`config.mk`:
```
export PLATFORM = sky130hd
export DESIGN_NAME = intersection_controller_flat
export DESIGN_NICKNAME = d
export VERILOG_FILES = /design/src/rtl/intersection_controller_if.sv /design/src/rtl/intersection_controller.sv /design/src/flat_wrapper.sv
export SDC_FILE = /design/constraint.sdc
export NUM_CORES = 1
export LEC_CHECK = 0
export BUFFER_PORTS_ARGS = -buffer_cell sky130_fd_sc_hd__buf_2
export CAP_MARGIN = 20
export CORE_MARGIN = 1
export CORE_UTILIZATION = 27
export DETAILED_ROUTE_END_ITERATION = 12
export GPL_TIMING_DRIVEN = 0
export MAX_ROUTING_LAYER = met4
export PLACE_DENSITY_LB_ADDON = 0.2
export SYNTH_ARGS = -nofsm -noshare
export SYNTH_HDL_FRONTEND = slang
export SYNTH_SLANG_ARGS = --single-unit
```
`constraint.sdc`:
```
create_clock -name clk -period 2.05 [get_ports clk]
set_input_delay 0 -clock clk [delete_from_list [all_inputs] [get_ports clk]]
set_output_delay 0 -clock clk [all_outputs]
set_load 0.05 [all_outputs]
```
`src/rtl/intersection_controller_if.sv`:
```
// Signal bundle between the intersection sequencer and the outside world:
// the two request inputs, the six vehicle lamps, the walk lamp and the
// debug phase code. The controller side is the master; whatever drives
// the sensors and observes the lamps uses the slave view.
interface intersection_controller_if;
    logic       side_sensor;
    logic       ped_btn;
    logic       main_red;
    logic       main_yellow;
    logic       main_green;
    logic       side_red;
    logic       side_yellow;
    logic       side_green;
    logic       ped_walk;
    logic [2:0] phase;

    modport master (
        input  side_sensor,
        input  ped_btn,
        output main_red,
        output main_yellow,
        output main_green,
        output side_red,
        output side_yellow,
        output side_green,
        output ped_walk,
        output phase
    );

    modport slave (
        output side_sensor,
        output ped_btn,
        input  main_red,
        input  main_yellow,
        input  main_green,
        input  side_red,
        input  side_yellow,
        input  side_green,
        input  ped_walk,
        input  phase
    );
endinterface

```
`src/rtl/intersection_controller.sv`:
```
// Two-road intersection sequencer. The main road holds green by default;
// a side-road vehicle or a pedestrian request sends the intersection
// through yellow, all-red and red+yellow phases into side green, then back.
// One dwell counter is shared by every phase and restarts on each entry.
// All lamp outputs decode registered state only, so nothing on the input
// side can glitch a lamp.
module intersection_controller #(
    parameter int CNT_W      = 8,
    parameter int MAIN_MIN   = 8,
    parameter int SIDE_GREEN = 6,
    parameter int YELLOW     = 3,
    parameter int ALL_RED    = 2,
    parameter int RED_YELLOW = 2
) (
    input logic                        clk,
    input logic                        rst,
    intersection_controller_if.master  bus_io
);

    // Phase codes; they are also what appears on the debug phase output,
    // and the sequence advances by counting up through them.
    localparam logic [2:0] ST_MG  = 3'd0;
    localparam logic [2:0] ST_MY  = 3'd1;
    localparam logic [2:0] ST_AR1 = 3'd2;
    localparam logic [2:0] ST_SRY = 3'd3;
    localparam logic [2:0] ST_SG  = 3'd4;
    localparam logic [2:0] ST_SY  = 3'd5;
    localparam logic [2:0] ST_AR2 = 3'd6;
    localparam logic [2:0] ST_MRY = 3'd7;

    // Last counter value of each dwell; a phase of length D ends at D-1.
    localparam logic [CNT_W-1:0] MG_LAST = CNT_W'(MAIN_MIN - 1);
    localparam logic [CNT_W-1:0] SG_LAST = CNT_W'(SIDE_GREEN - 1);
    localparam logic [CNT_W-1:0] Y_LAST  = CNT_W'(YELLOW - 1);
    localparam logic [CNT_W-1:0] AR_LAST = CNT_W'(ALL_RED - 1);
    localparam logic [CNT_W-1:0] RY_LAST = CNT_W'(RED_YELLOW - 1);

    logic [2:0]       state_q, state_d;
    logic [CNT_W-1:0] cnt_q, cnt_d;
    logic             side_pend_q, side_pend_d;
    logic             ped_pend_q, ped_pend_d;
    logic             walk_en_q, walk_en_d;

    logic [CNT_W-1:0] dwell_last;
    logic             dwell_done;
    logic             any_req;
    logic             enter_sry;
    logic             enter_sg;
    logic             leave_sg;

    logic main_r, main_y, main_g;
    logic side_r, side_y, side_g;

    // Pick the terminal count for whichever phase is currently showing.
    always_comb begin
        dwell_last = MG_LAST;
        case (state_q)
            ST_MG:          dwell_last = MG_LAST;
            ST_MY, ST_SY:   dwell_last = Y_LAST;
            ST_AR1, ST_AR2: dwell_last = AR_LAST;
            ST_SRY, ST_MRY: dwell_last = RY_LAST;
            ST_SG:          dwell_last = SG_LAST;
            default:        dwell_last = MG_LAST;
        endcase
    end

    assign dwell_done = (cnt_q == dwell_last);

    // A request counts as soon as it is latched or is present this cycle,
    // so a single-cycle pulse arriving after the minimum is served at once.
    assign any_req = side_pend_q | ped_pend_q | bus_io.side_sensor | bus_io.ped_btn;

    // Next phase: every phase except main green advances on its dwell;
    // main green additionally waits for a request. Counting up wraps MRY to MG.
    always_comb begin
        state_d = state_q;
        if (dwell_done) begin
            if (state_q == ST_MG) begin
                if (any_req) begin
                    state_d = ST_MY;
                end
            end else begin
                state_d = state_q + 3'd1;
            end
        end
    end

    assign enter_sry = (state_d == ST_SRY) && (state_q != ST_SRY);
    assign enter_sg  = (state_d == ST_SG)  && (state_q != ST_SG);
    assign leave_sg  = (state_q == ST_SG)  && (state_d != ST_SG);

    // Dwell counter restarts on each phase change; the only phase that can
    // sit at its terminal count is main green, where it simply stops there.
    always_comb begin
        cnt_d = cnt_q + CNT_W'(1);
        if (state_d != state_q) begin
            cnt_d = '0;
        end else if (dwell_done) begin
            cnt_d = cnt_q;
        end
    end

    // Request latches: a new request wins over the clear on the same edge,
    // so nothing arriving exactly at the service point is lost.
    always_comb begin
        side_pend_d = bus_io.side_sensor | (side_pend_q & ~enter_sry);
        ped_pend_d  = bus_io.ped_btn     | (ped_pend_q  & ~enter_sg);
        walk_en_d   = walk_en_q;
        if (enter_sg) begin
            walk_en_d = ped_pend_q | bus_io.ped_btn;
        end else if (leave_sg) begin
            walk_en_d = 1'b0;
        end
    end

    // State register; reset parks in the all-red clearance before main green.
    always_ff @(posedge clk or posedge rst) begin
        if (rst) begin
            state_q     <= ST_AR2;
            cnt_q       <= '0;
            side_pend_q <= 1'b0;
            ped_pend_q  <= 1'b0;
            walk_en_q   <= 1'b0;
        end else begin
            state_q     <= state_d;
            cnt_q       <= cnt_d;
            side_pend_q <= side_pend_d;
            ped_pend_q  <= ped_pend_d;
            walk_en_q   <= walk_en_d;
        end
    end

    // Lamp decode from the phase register alone.
    always_comb begin
        main_r = 1'b1;
        main_y = 1'b0;
        main_g = 1'b0;
        side_r = 1'b1;
        side_y = 1'b0;
        side_g = 1'b0;
        case (state_q)
            ST_MG: begin
                main_r = 1'b0;
                main_g = 1'b1;
            end
            ST_MY: begin
                main_r = 1'b0;
                main_y = 1'b1;
            end
            ST_SRY: begin
                side_y = 1'b1;
            end
            ST_SG: begin
                side_r = 1'b0;
                side_g = 1'b1;
            end
            ST_SY: begin
                side_r = 1'b0;
                side_y = 1'b1;
            end
            ST_MRY: begin
                main_y = 1'b1;
            end
            default: begin
                main_r = 1'b1;
                side_r = 1'b1;
            end
        endcase
    end

    assign bus_io.main_red    = main_r;
    assign bus_io.main_yellow = main_y;
    assign bus_io.main_green  = main_g;
    assign bus_io.side_red    = side_r;
    assign bus_io.side_yellow = side_y;
    assign bus_io.side_green  = side_g;
    assign bus_io.ped_walk    = (state_q == ST_SG) & walk_en_q;
    assign bus_io.phase       = state_q;

endmodule
```
`src/flat_wrapper.sv`:
```
// flat-port wrapper written by rule: the top's interface ports become plain ports
module intersection_controller_flat 
#(
    parameter int CNT_W      = 8,
    parameter int MAIN_MIN   = 8,
    parameter int SIDE_GREEN = 6,
    parameter int YELLOW     = 3,
    parameter int ALL_RED    = 2,
    parameter int RED_YELLOW = 2
)
  (clk, rst, bus_io_side_sensor, bus_io_ped_btn, bus_io_main_red, bus_io_main_yellow, bus_io_main_green, bus_io_side_red, bus_io_side_yellow, bus_io_side_green, bus_io_ped_walk, bus_io_phase);
  intersection_controller_if bus_io_i ();
  input logic clk;
  input logic rst;
  input wire logic [$bits(bus_io_i.side_sensor)-1:0] bus_io_side_sensor;
  input wire logic [$bits(bus_io_i.ped_btn)-1:0] bus_io_ped_btn;
  output wire logic [$bits(bus_io_i.main_red)-1:0] bus_io_main_red;
  output wire logic [$bits(bus_io_i.main_yellow)-1:0] bus_io_main_yellow;
  output wire logic [$bits(bus_io_i.main_green)-1:0] bus_io_main_green;
  output wire logic [$bits(bus_io_i.side_red)-1:0] bus_io_side_red;
  output wire logic [$bits(bus_io_i.side_yellow)-1:0] bus_io_side_yellow;
  output wire logic [$bits(bus_io_i.side_green)-1:0] bus_io_side_green;
  output wire logic [$bits(bus_io_i.ped_walk)-1:0] bus_io_ped_walk;
  output wire logic [$bits(bus_io_i.phase)-1:0] bus_io_phase;
  assign bus_io_i.side_sensor = bus_io_side_sensor;
  assign bus_io_i.ped_btn = bus_io_ped_btn;
  assign bus_io_main_red = bus_io_i.main_red;
  assign bus_io_main_yellow = bus_io_i.main_yellow;
  assign bus_io_main_green = bus_io_i.main_green;
  assign bus_io_side_red = bus_io_i.side_red;
  assign bus_io_side_yellow = bus_io_i.side_yellow;
  assign bus_io_side_green = bus_io_i.side_green;
  assign bus_io_ped_walk = bus_io_i.ped_walk;
  assign bus_io_phase = bus_io_i.phase;
  intersection_controller #(.CNT_W(CNT_W), .MAIN_MIN(MAIN_MIN), .SIDE_GREEN(SIDE_GREEN), .YELLOW(YELLOW), .ALL_RED(ALL_RED), .RED_YELLOW(RED_YELLOW)) u_core (.clk(clk), .rst(rst), .bus_io(bus_io_i));
endmodule
```
==> results of run 1 <==
[flip-flops by register name, indices dropped and copies added (netlist names)]
signal / cells
u_core.ped_pend_q: 1
u_core.side_pend_q: 1
u_core.bus_io.phase: 3
u_core.cnt_q: 8
u_core.walk_en_q: 1
[repair_timing]
item,4_1_cts,5_1_grt
endpoints found under the hold margin,14,0
setup buffers,4,2
pin swaps,8,0
hold buffers,3,0
setup endpoints to repair,4,4
gates resized for setup,11,6
[cell type report]
class | count | area, µm²
Timing Repair Buffer | 21 | 136
Multi-Input combinational cell | 70 | 596
Sequential cell | 14 | 358
Clock buffer | 4 | 36.3
Tap cell | 44 | 55.1
Fill cell | 324 | 1890
Buffer | 1 | 11.3
Inverter | 10 | 46.3
[cell families after synthesis]
kind of cell | count (synthesis) | synth area share [%]
buffers and inverters | 11 | 5.39
adders and majority gates | 7 | 9.68
DFF | 14 | 39.0
AOI/OAI and AO/OA | 18 | 14.8
muxes | 3 | 3.60
xor gates and xnor gates | 7 | 6.78
and+or+nand+nor | 35 | 20.7
[metrics by stage]
stage	std cells	setup slack [ns]
final	164	-0.259
after global routing	164	-0.343
after CTS	163	-0.274
after detailed placement	152	-0.447
after global placement	152	-0.486
after floorplan	95	-0.399
[synthesized netlist by cell type (2+ instances only)]
library cell	n	area share, %
inv_1	10	4.1
xor2_1	4	3.9
nor4_1	2	1.4
nor2_1	9	3.7
o21ai_0	6	3.3
nand3_1	3	1.7
ha_1	7	9.7
o21ai_1	3	1.7
o21a_1	2	1.7
nand2_2	2	1.4
dfstp_2	2	5.8
nand2_1	8	3.3
xnor2_1	3	2.9
dfrtp_1	12	33
a21o_1	2	1.7
nor3_1	3	1.7
[how the worst max path moves through the flow]
stage,to
floorplan,u_core.walk_en_q
global placement,u_core.walk_en_q
detailed placement,u_core.walk_en_q
CTS,u_core.walk_en_q
global route,u_core.walk_en_q
finish,u_core.walk_en_q
[worst max-delay path, cell delays in order, from the launching register on]
cell and delay [ns]:
dfstp_4 0.65, inv_6 0.05, ha_4 0.19, xnor2_1 0.14
and4_4 0.27, o21ai_4 0.07, o21a_1 0.20, a31oi_4 0.17
nor3_2 0.07, ha_2 0.28, nand2_1 0.05, o21ai_1 0.06
[per-layer routing]
layer	vias up	track usage, %	wire length [µm]
li1	372	-	-
met1	351	18.7	1070
met2	11	18.6	896
met3	2	4.11	38
met4	0	3.65	17
met5	-	-	0
[where the power goes]
group	switching (mW)	internal, mW
Combinational	0.00794	0.00593
Clock	0.0933	0.108
Sequential	0.0000000000000000669	0.276
==> results.rst, run 1 <==
.. list-table::
   :header-rows: 1

   * - Metric
     - Value
   * - Status
     - finished, violations left
   * - Violations in the final reports
     - negative setup slack
   * - Post-route DRC
     - 0
   * - Sequential fraction of the synthesis area
     - roughly two fifths
   * - Core area
     - 0.00313 mm²
   * - Die height
     - 59.9 µm
   * - Mapped Avg Cell Area
     - 9.52 µm²
   * - Number of clock sinks
     - 14
   * - Starting DRC count in detailed routing
     - 18
   * - GPL Wtd Cong
     - 0.761
   * - Cell chosen for the clock root
     - clkbuf_4
   * - Final setup violation count
     - 2
   * - Largest net degree at the start of global routing
     - 15
   * - Via count of the first global-routing pass
     - 743
   * - TritonCTS clock tree
     - yes
   * - Clock period minus final worst setup slack
     - 2.31 ns
   * - Minimum hold slack
     - between 0.3 and 0.4 ns
   * - Total of buffers placed on input and output ports
     - 13
   * - Leading cell types in the layout, fill and taps excluded
     - buf_2, dfrtp_1, nor2_1, nand2_1, inv_1
   * - Vias after detailed routing
     - 736
   * - Area of all placed cells without fillers
     - 0.00124 mm²
   * - Max-Slew Margin vs Limit
     - 62.7%
   * - Type of the worst setup path
     - reg -> reg
   * - Setup repair after global routing missed its margin
     - true
   * - Vias per cell
     - ~4.5
   * - Unique masters post-synth
     - 33
   * - Clk_skew
     - 0.00435 ns
   * - Number of buffers on the longest clock path
     - 2
   * - Insertion delay to the later sink of the worst-skew pair
     - around 0.28 ns
   * - DIE AREA
     - 0.00359 mm²
   * - Length in cells of the worst reg-to-reg path
     - 11
   * - VDD IR-drop max
     - roughly 0.36 mV
   * - Gate count after technology mapping
     - 95
   * - Clock transition at the register clock pins on the worst setup and hold paths after CTS
     - roughly 0.090 ns
   * - Initial cell density of the core
     - 28.9%
   * - HPWL after detailed placement
     - roughly 1400 µm
   * - Net total in the final layout
     - 132
   * - Area growth from synthesis to final layout
     - 36.9%
   * - Wire length of the first global-routing pass
     - between 3000 and 4000 µm
   * - Crit Path Max Fanout
     - 5
   * - Length of the first detailed-routing pass in iterations
     - 4
   * - Share of the cycle needed by the critical path after routing
     - 113%
   * - Instance area at placement
     - 0.00106 mm²
   * - Async SR Flop Fraction
     - 100%
   * - Fraction of layout instances using a drive strength above 1
     - 43.3%
   * - Utilization of the core after routing
     - 39.6%
   * - Most common cell after layout, fill and taps aside
     - buf_2
   * - Startpoint type of the worst setup path
     - flop
   * - Post-synthesis cell area
     - 905 µm²
   * - Crit. End Element
     - flop
   * - Detailed Route WL
     - about 2000 µm
   * - Count of yosys warnings during synthesis
     - 0
   * - Overall Power
     - 0.491 mW
   * - Maximum level of the CTS H-tree
     - 1
   * - Required arrival time at the worst endpoint
     - 2.22 ns
   * - Max-Cap Viols
     - 0
   * - Die X-Extent
     - 59.9 µm
   * - Arrival time at the worst endpoint
     - 2.48 ns
   * - Number of rows created at floorplan
     - 20
   * - Count of state elements after synthesis
     - 14
   * - Antenna violations before repair
     - 0
   * - Post-route ant nets
     - 0
   * - Top FF cell, synth
     - dfrtp_1
   * - Number of max-slew violations in the final report
     - 0
   * - CTS buffer count
     - 3
   * - Power density relative to cell area
     - 397 mW/mm²
   * - Final count of hold timing violations
     - 0
   * - Highest clock rate
     - 433 MHz
   * - Number of nets produced by synthesis
     - ~110
   * - Worst setup slack for register-to-register paths
     - -0.26 ns
   * - Reg2reg end
     - u_core.walk_en_q
   * - Post-detailed-route wirelength per cell
     - 12.3 µm
   * - Number of flops mapped to enable cells by yosys
     - 0
   * - Worst hold-check path type
     - in -> async
   * - Overflow left after global routing
     - 0
   * - Transition time of the tightest slew-check pin
     - approximately 0.56 ns
   * - Top-Level Pins
     - 14
   * - Setup ws final
     - -0.259 ns
   * - Reg2Reg Launch Point
     - u_core.bus_io.phase[1]
   * - Total negative setup slack
     - -0.470 ns
   * - Global router's overall resource usage
     - a little over an eighth
   * - Pleak
     - 0.510 nW
   * - Startpoint of the most critical setup path
     - u_core.bus_io.phase[1]
   * - Diodes inserted
     - 0
Note: power is estimated with default switching activity, not from simulation.
==> inputs of run 2 (changes only) <==
--- a/config.mk
+++ b/config.mk
@@ -6,13 +6,13 @@
 export NUM_CORES = 1
 export LEC_CHECK = 0
 export BUFFER_PORTS_ARGS = -buffer_cell sky130_fd_sc_hd__buf_2
-export CAP_MARGIN = 20
-export CORE_MARGIN = 1
+export CORE_MARGIN = 2
 export CORE_UTILIZATION = 27
 export DETAILED_ROUTE_END_ITERATION = 12
 export GPL_TIMING_DRIVEN = 0
 export MAX_ROUTING_LAYER = met4
 export PLACE_DENSITY_LB_ADDON = 0.2
+export SLEW_MARGIN = 20
 export SYNTH_ARGS = -nofsm -noshare
 export SYNTH_HDL_FRONTEND = slang
 export SYNTH_SLANG_ARGS = --single-unit
==> run 2 against run 1 <==
  * The run still ends with negative setup slack left
  * Worst hold slack improved by 0.0032 ns
  * Routed wire length rose by 5.5%
  * Total power grew 0.52%
  * Critical endpoint unchanged
==> results.rst, run 2 (synthesized netlist as in run 1, its figures left out) <==
.. list-table::
   :header-rows: 1

   * - Metric
     - Value
   * - Max-Cap Viols
     - 0
   * - Length of the first detailed-routing pass in iterations
     - 4
   * - Net total in the final layout
     - 141
   * - Setup ws final
     - -0.275 ns
   * - Number of rows created at floorplan
     - 21
   * - Status
     - finished, violations left
   * - Share of the cycle needed by the critical path after routing
     - 113%
   * - Highest clock rate
     - 430 MHz
   * - Required arrival time at the worst endpoint
     - about 2.2 ns
   * - Max-Slew Margin vs Limit
     - roughly 62%
   * - Initial cell density of the core
     - 27.5%
   * - Overflow left after global routing
     - 0
   * - Met3 Use GR
     - 0.621%
   * - Wire length of the first global-routing pass
     - 3300 µm
   * - Largest net degree at the start of global routing
     - 15
   * - Setup WS pre-CTS
     - -0.462 ns
   * - DIE AREA
     - 0.00383 mm²
   * - Diodes inserted
     - 0
   * - Vias per cell
     - 4.46
   * - Worst hold-check path type
     - in -> async
   * - Global router's overall resource usage
     - about an eighth
   * - Worst path slowest cell
     - dfstp_4
   * - Number of clock sinks
     - 14
   * - Met2 layer usage reported by global route
     - 19.4%
   * - Switching share of total power
     - 21.0%
   * - Setup repair after global routing missed its margin
     - true
   * - CTS buffer count
     - 3
   * - Part of the total power dissipated in sequential elements
     - ~56%
   * - Crit. End Element
     - flop
   * - VDD IR-drop max
     - 0.104 mV
   * - Share of total power in combinational logic
     - approximately 2.8%
   * - Top-Level Pins
     - 14
   * - Core area
     - ~0.0033 mm²
   * - Clock transition at the register clock pins on the worst setup and hold paths after CTS
     - ~0.090 ns
   * - Instance area at placement
     - 0.00106 mm²
   * - Post-route ant nets
     - 0
   * - Leading cell types in the layout, fill and taps excluded
     - buf_2, dfrtp_1, nor2_1, buf_4, nand2_1
   * - TritonCTS clock tree
     - yes
   * - Final count of hold timing violations
     - 0
   * - Die height
     - between 60 and 70 µm
   * - Violations in the final reports
     - negative setup slack
   * - Area of all placed cells without fillers
     - 0.00131 mm²
   * - Most common cell after layout, fill and taps aside
     - buf_2
   * - Post-detailed-route wirelength per cell
     - 12.2 µm
   * - Clk_skew
     - 0.000446 ns
   * - Cell chosen for the clock root
     - clkbuf_4
   * - Via count of the first global-routing pass
     - 732
   * - Number of max-slew violations in the final report
     - 0
   * - Pleak
     - 0.565 nW
   * - Post-route DRC
     - 0
   * - Largest incremental delay on the critical path
     - roughly 0.65 ns
   * - Cell-by-cell trace of the critical path
     - inv_6, ha_4, xor2_2, and4_4, o21ai_4, o21a_1, a31oi_4, nor3_2, ha_2, nand2_1, o21ai_1
   * - Total of buffers placed on input and output ports
     - 13
   * - Startpoint type of the worst setup path
     - flop
   * - Internal power
     - 0.390 mW
   * - Starting DRC count in detailed routing
     - 13
   * - Number of buffers on the longest clock path
     - 2
   * - Maximum level of the CTS H-tree
     - 1
   * - Worst setup slack for register-to-register paths
     - -0.27 ns
   * - Fraction of layout instances using a drive strength above 1
     - 47.3%
   * - Area growth from synthesis to final layout
     - 45.2%
   * - Arrival time at the worst endpoint
     - 2.50 ns
   * - Net Switching
     - around 0.10 mW
   * - Buffering stage count on the worst path with inverters included
     - 1
   * - Part of the total power dissipated in the clock network
     - 41.3%
   * - GR Util met1
     - between 10% and 20%
   * - HPWL after detailed placement
     - 1450 µm
   * - Insertion delay to the later sink of the worst-skew pair
     - 0.28 ns
   * - Highest-utilization routing layer at the global route stage
     - met2
   * - Transition time of the tightest slew-check pin
     - 0.565 ns
   * - Die X-Extent
     - 61.9 µm
   * - Max FFs per register
     - 8
   * - Type of the worst setup path
     - reg -> reg
   * - GPL Wtd Cong
     - 0.703
   * - Cell family contributing the most delay on the critical path
     - flip-flops
   * - Detailed Route WL
     - roughly 2100 µm
   * - Final setup violation count
     - 3
   * - Clock period minus final worst setup slack
     - about 2.3 ns
   * - Register containing the most flip-flops in the final layout
     - u_core.cnt_q
   * - Power density relative to cell area
     - 376 mW/mm²
   * - Crit Path Max Fanout
     - 4
   * - Antenna violations before repair
     - 0
   * - Vias after detailed routing
     - 780
## run 2: area by class of cell
type	count	area [µm²]
Clock buffer	4	36.3
Multi-Input combinational cell	70	586
Fill cell	329	1970
Sequential cell	14	358
Buffer	1	11.3
Tap cell	46	57.6
Timing Repair Buffer	30	219
Inverter	10	46.3
## run 2: routing by layer
metal / up-vias / wire, µm
li1: 392 / -
met1: 371 / 986
met2: 13 / 1060
met3: 4 / 42
met4: 0 / 40
met5: - / 0
## run 2: what timing repair did
action / CTS / global route
hold endpoints to repair: 14 / 0
gates resized for setup: 11 / 11
setup buffers: 11 / 8
setup endpoints to repair: 3 / 6
pin swaps: 9 / 3
hold buffers: 3 / 0
## run 2: power groups by stage
stage / Sequential [mW] / Combinational [mW] / Clock [mW]
after floorplan: 0.281 / 0.00424 / 0
after global placement: 0.281 / 0.00972 / 0
after detailed placement: 0.281 / 0.0102 / 0
after CTS: 0.276 / 0.0146 / 0.211
after global routing: 0.276 / 0.0161 / 0.218
final: 0.276 / 0.0140 / 0.204
## run 2: worst paths after layout
| check | startpoint | endpoint | depth (start not counted) |
|---|---|---|---|
| worst min register to register | u_core.cnt_q[7] | u_core.cnt_q[7] | 1 |
| worst max-delay path | u_core.bus_io.phase[1] | u_core.walk_en_q | 11 |
| max in group asynchronous | rst | u_core.bus_io.phase[0] | 3 |
| worst min-delay path | rst | u_core.cnt_q[6] | 3 |
| worst max register to register | u_core.bus_io.phase[1] | u_core.walk_en_q | 11 |
| min in group clk | bus_io_ped_btn | u_core.ped_pend_q | 3 |
## run 2: per-stage QoR
step	setup TNS [ns]	instances	power (mW)	utilization [%]	hold WS (ns)
global route	-0.995	175	0.510	40.0	0.354
global placement	-0.917	154	0.291	32.2	0.0736
detailed placement	-0.914	154	0.291	32.2	0.0916
floorplan	-0.771	95	0.286	-	-0.112
CTS	-0.652	172	0.502	38.4	0.331
finish	-0.707	175	0.494	40.0	0.305
## run 2: worst register-to-register path: stages, from the launching register on
cell,delay (ns)
dfstp_4,0.65
inv_6,0.05
ha_4,0.16
xor2_2,0.17
and4_4,0.26
o21ai_4,0.07
o21a_1,0.21
a31oi_4,0.18
nor3_2,0.08
ha_2,0.28
nand2_1,0.05
o21ai_1,0.05
==> inputs of run 3 (changes only) <==
--- a/config.mk
+++ b/config.mk
@@ -6,10 +6,12 @@
 export NUM_CORES = 1
 export LEC_CHECK = 0
 export BUFFER_PORTS_ARGS = -buffer_cell sky130_fd_sc_hd__buf_2
+export CORE_ASPECT_RATIO = 0.9
 export CORE_MARGIN = 2
 export CORE_UTILIZATION = 27
 export DETAILED_ROUTE_END_ITERATION = 12
 export GPL_TIMING_DRIVEN = 0
+export HOLD_SLACK_MARGIN = 0.15
 export MAX_ROUTING_LAYER = met4
 export PLACE_DENSITY_LB_ADDON = 0.2
 export SLEW_MARGIN = 20
==> run 3 against run 2 <==
  * The run still ends with negative setup slack left
  * Final area is 4.4% lower
  * Register-to-register slack better by 0.06 ns
  * Total power is 15% higher
  * Count of clock-buffer cells in the layout stayed put
  * Worst hold slack better by 0.034 ns
  * First-iteration DRC count grew to 2.5 times the previous value
  * Via count is 4.4% lower
  * Routed wire length is 11% lower
  * Core utilization is 0.34 points higher
  * Cell count is 6.3% lower
  * Global-route usage is 0.089 points lower
==> results.rst, run 3 (synthesized netlist as in run 1, its figures left out) <==
.. list-table::
   :header-rows: 1

   * - Metric
     - Value
   * - Status
     - finished, violations left
   * - Violations in the final reports
     - negative setup slack
   * - Startpoint type of the worst setup path
     - flop
   * - TritonCTS clock tree
     - yes
   * - Max-Slew Margin vs Limit
     - 63.1%
   * - Register containing the most flip-flops in the final layout
     - u_core.cnt_q
   * - Final count of hold timing violations
     - 0
   * - Net total in the final layout
     - 134
   * - Number of buffers on the longest clock path
     - 2
   * - Number of max-slew violations in the final report
     - 0
   * - Diodes inserted
     - 0
   * - Setup ws final
     - -0.215 ns
   * - Clock transition at the register clock pins on the worst setup and hold paths after CTS
     - ~0.06 ns
   * - Clock period minus final worst setup slack
     - 2.27 ns
   * - Net Switching
     - about 0.12 mW
   * - Transition time of the tightest slew-check pin
     - about 0.55 ns
   * - Part of the total power dissipated in sequential elements
     - around half
   * - Part of the total power dissipated in the clock network
     - 49.1%
   * - Post-route ant nets
     - 0
   * - Most common cell after layout, fill and taps aside
     - buf_2
   * - Max-Cap Viols
     - 0
   * - Worst path slowest cell
     - dfstp_4
   * - Instance area at placement
     - 0.00105 mm²
   * - Area growth from synthesis to final layout
     - 38.9%
   * - Length of the first detailed-routing pass in iterations
     - 4
   * - Total of buffers placed on input and output ports
     - 13
   * - Leading cell types in the layout, fill and taps excluded
     - buf_2, dfrtp_1, nor2_1, nand2_1
   * - Highest clock rate
     - 441 MHz
   * - HPWL after detailed placement
     - around 1400 µm
   * - Overflow left after global routing
     - 0
   * - Share of total power in combinational logic
     - 2.4%
   * - Top-Level Pins
     - 14
   * - Global router's overall resource usage
     - 12.0%
   * - Required arrival time at the worst endpoint
     - 2.19 ns
   * - Final setup violation count
     - 2
   * - VDD IR-drop max
     - 0.206 mV
   * - Vias per cell
     - 4.55
   * - Max FFs per register
     - 8
   * - Share of the cycle needed by the critical path after routing
     - 110%
   * - CTS buffer count
     - 3
   * - Crit Path Max Fanout
     - 4
   * - Fill cell instance count of the final layout
     - ~320
   * - Insertion delay to the later sink of the worst-skew pair
     - 0.25 ns
   * - Finished Layout Cells
     - around 160
   * - Antenna violations before repair
     - 0
   * - Setup repair after global routing missed its margin
     - true
   * - Combined area of the multi-input logic cells
     - 582 µm²
   * - Internal power
     - about 0.45 mW
   * - Switching share of total power
     - between 20 and 25%
   * - Number of rows created at floorplan
     - 19
   * - Post-route DRC
     - 0
   * - Via count of the first global-routing pass
     - 718
   * - Sequential cell area
     - 358 µm²
   * - Die height
     - 58.9 µm
   * - DIE AREA
     - roughly 0.0038 mm²
   * - Starting DRC count in detailed routing
     - 33
   * - Wire length of the first global-routing pass
     - about 3300 µm
   * - Largest incremental delay on the critical path
     - approximately 0.64 ns
   * - Type of the worst setup path
     - reg -> reg
   * - Clk_skew
     - 0.00157 ns
   * - Fraction of layout instances using a drive strength above 1
     - between 40% and 50%
   * - Die X-Extent
     - 65.0 µm
   * - Pleak
     - around 0.53 nW
   * - Worst hold-check path type
     - in -> async
   * - Largest net degree at the start of global routing
     - 15
   * - Vias after detailed routing
     - 746
   * - Initial cell density of the core
     - 29.0%
   * - Crit. End Element
     - flop
   * - Cell-by-cell trace of the critical path
     - inv_6, ha_4, xor2_2, and4_4, o21ai_4, o21a_1, a31oi_4, nor3_2, ha_2, nand2_1, o21ai_1
   * - Number of clock sinks
     - 14
   * - GPL Wtd Cong
     - 0.758
   * - Arrival time at the worst endpoint
     - 2.41 ns
   * - Area of all placed cells without fillers
     - 0.00126 mm²
   * - Post-placement cell count
     - 150
   * - Cell chosen for the clock root
     - clkbuf_8
   * - Maximum level of the CTS H-tree
     - 1
   * - Core area
     - between 0.003 and 0.004 mm²
   * - Post-detailed-route wirelength per cell
     - about 12 µm
   * - Detailed Route WL
     - roughly 1900 µm
   * - Power density relative to cell area
     - 454 mW/mm²
## run 3: per-layer routing
metal | GRT usage, % | wire [µm]
met1 | 15.8 | 936
met2 | 17.1 | 839
met3 | 2.29 | 81
met4 | 7.14 | 50
met5 | - | 0
## run 3: through the flow
stage                     power, mW  utilization (%)  hold slack (ns)  setup TNS, ns  setup slack (ns)
after floorplan               0.286                -           -0.112         -0.771            -0.399
after global placement        0.291             33.8           0.0731         -0.816            -0.424
after detailed placement      0.291             33.8           0.0893         -0.781            -0.398
after CTS                     0.578             38.4            0.365         -0.483            -0.260
after global routing          0.589             40.3            0.392         -0.626            -0.314
final                         0.570             40.3            0.340         -0.392            -0.215
## run 3: what timing repair did
action / in CTS / in global routing
pin swaps: 6 / 0
hold endpoints to repair: 15 / 0
gates cloned: 0 / 0
setup endpoints to repair: 3 / 4
gates resized for setup: 6 / 10
setup buffers: 5 / 2
hold buffers: 3 / 0
## run 3: power by group through the flow
stage / Clock [mW] / Combinational [mW] / Sequential [mW]
floorplan: 0 / 0.00424 / 0.281
global route: 0.297 / 0.0158 / 0.276
CTS: 0.287 / 0.0145 / 0.276
global placement: 0 / 0.00969 / 0.281
detailed placement: 0 / 0.0101 / 0.281
finish: 0.280 / 0.0138 / 0.276
## run 3: cell type report
cell class,count,area share [%]
multi-input cells,70,46.3
flip-flops and latches,14,28.5
repair buffers,23,12.1
clock buffers,4,4.38
well taps,42,4.18
inverters,10,3.69
plain buffers,1,0.896
## run 3: final timing paths
path | end | cells after the start | start | slack [ns]
hold / removal | u_core.cnt_q[2] | 3 | rst | 0.34
min in group clk | u_core.cnt_q[7] | 1 | u_core.cnt_q[7] | 0.47
max in group asynchronous | u_core.bus_io.phase[0] | 3 | rst | 1.32
setup reg to reg | u_core.walk_en_q | 11 | u_core.bus_io.phase[1] | -0.22
setup / recovery | u_core.walk_en_q | 11 | u_core.bus_io.phase[1] | -0.22
hold reg to reg | u_core.cnt_q[7] | 1 | u_core.cnt_q[7] | 0.47
## run 3: worst max-delay path: cells and delay by family (launching register included)
kind | cells | cell delay, ns
adder cells (fa/ha/maj) | 2 | 0.43
buffers and inverters | 1 | 0.05
AND/OR/NAND/NOR | 3 | 0.38
XOR/XNOR | 1 | 0.16
AO/OA/AOI/OAI | 4 | 0.49
flip-flops | 1 | 0.64
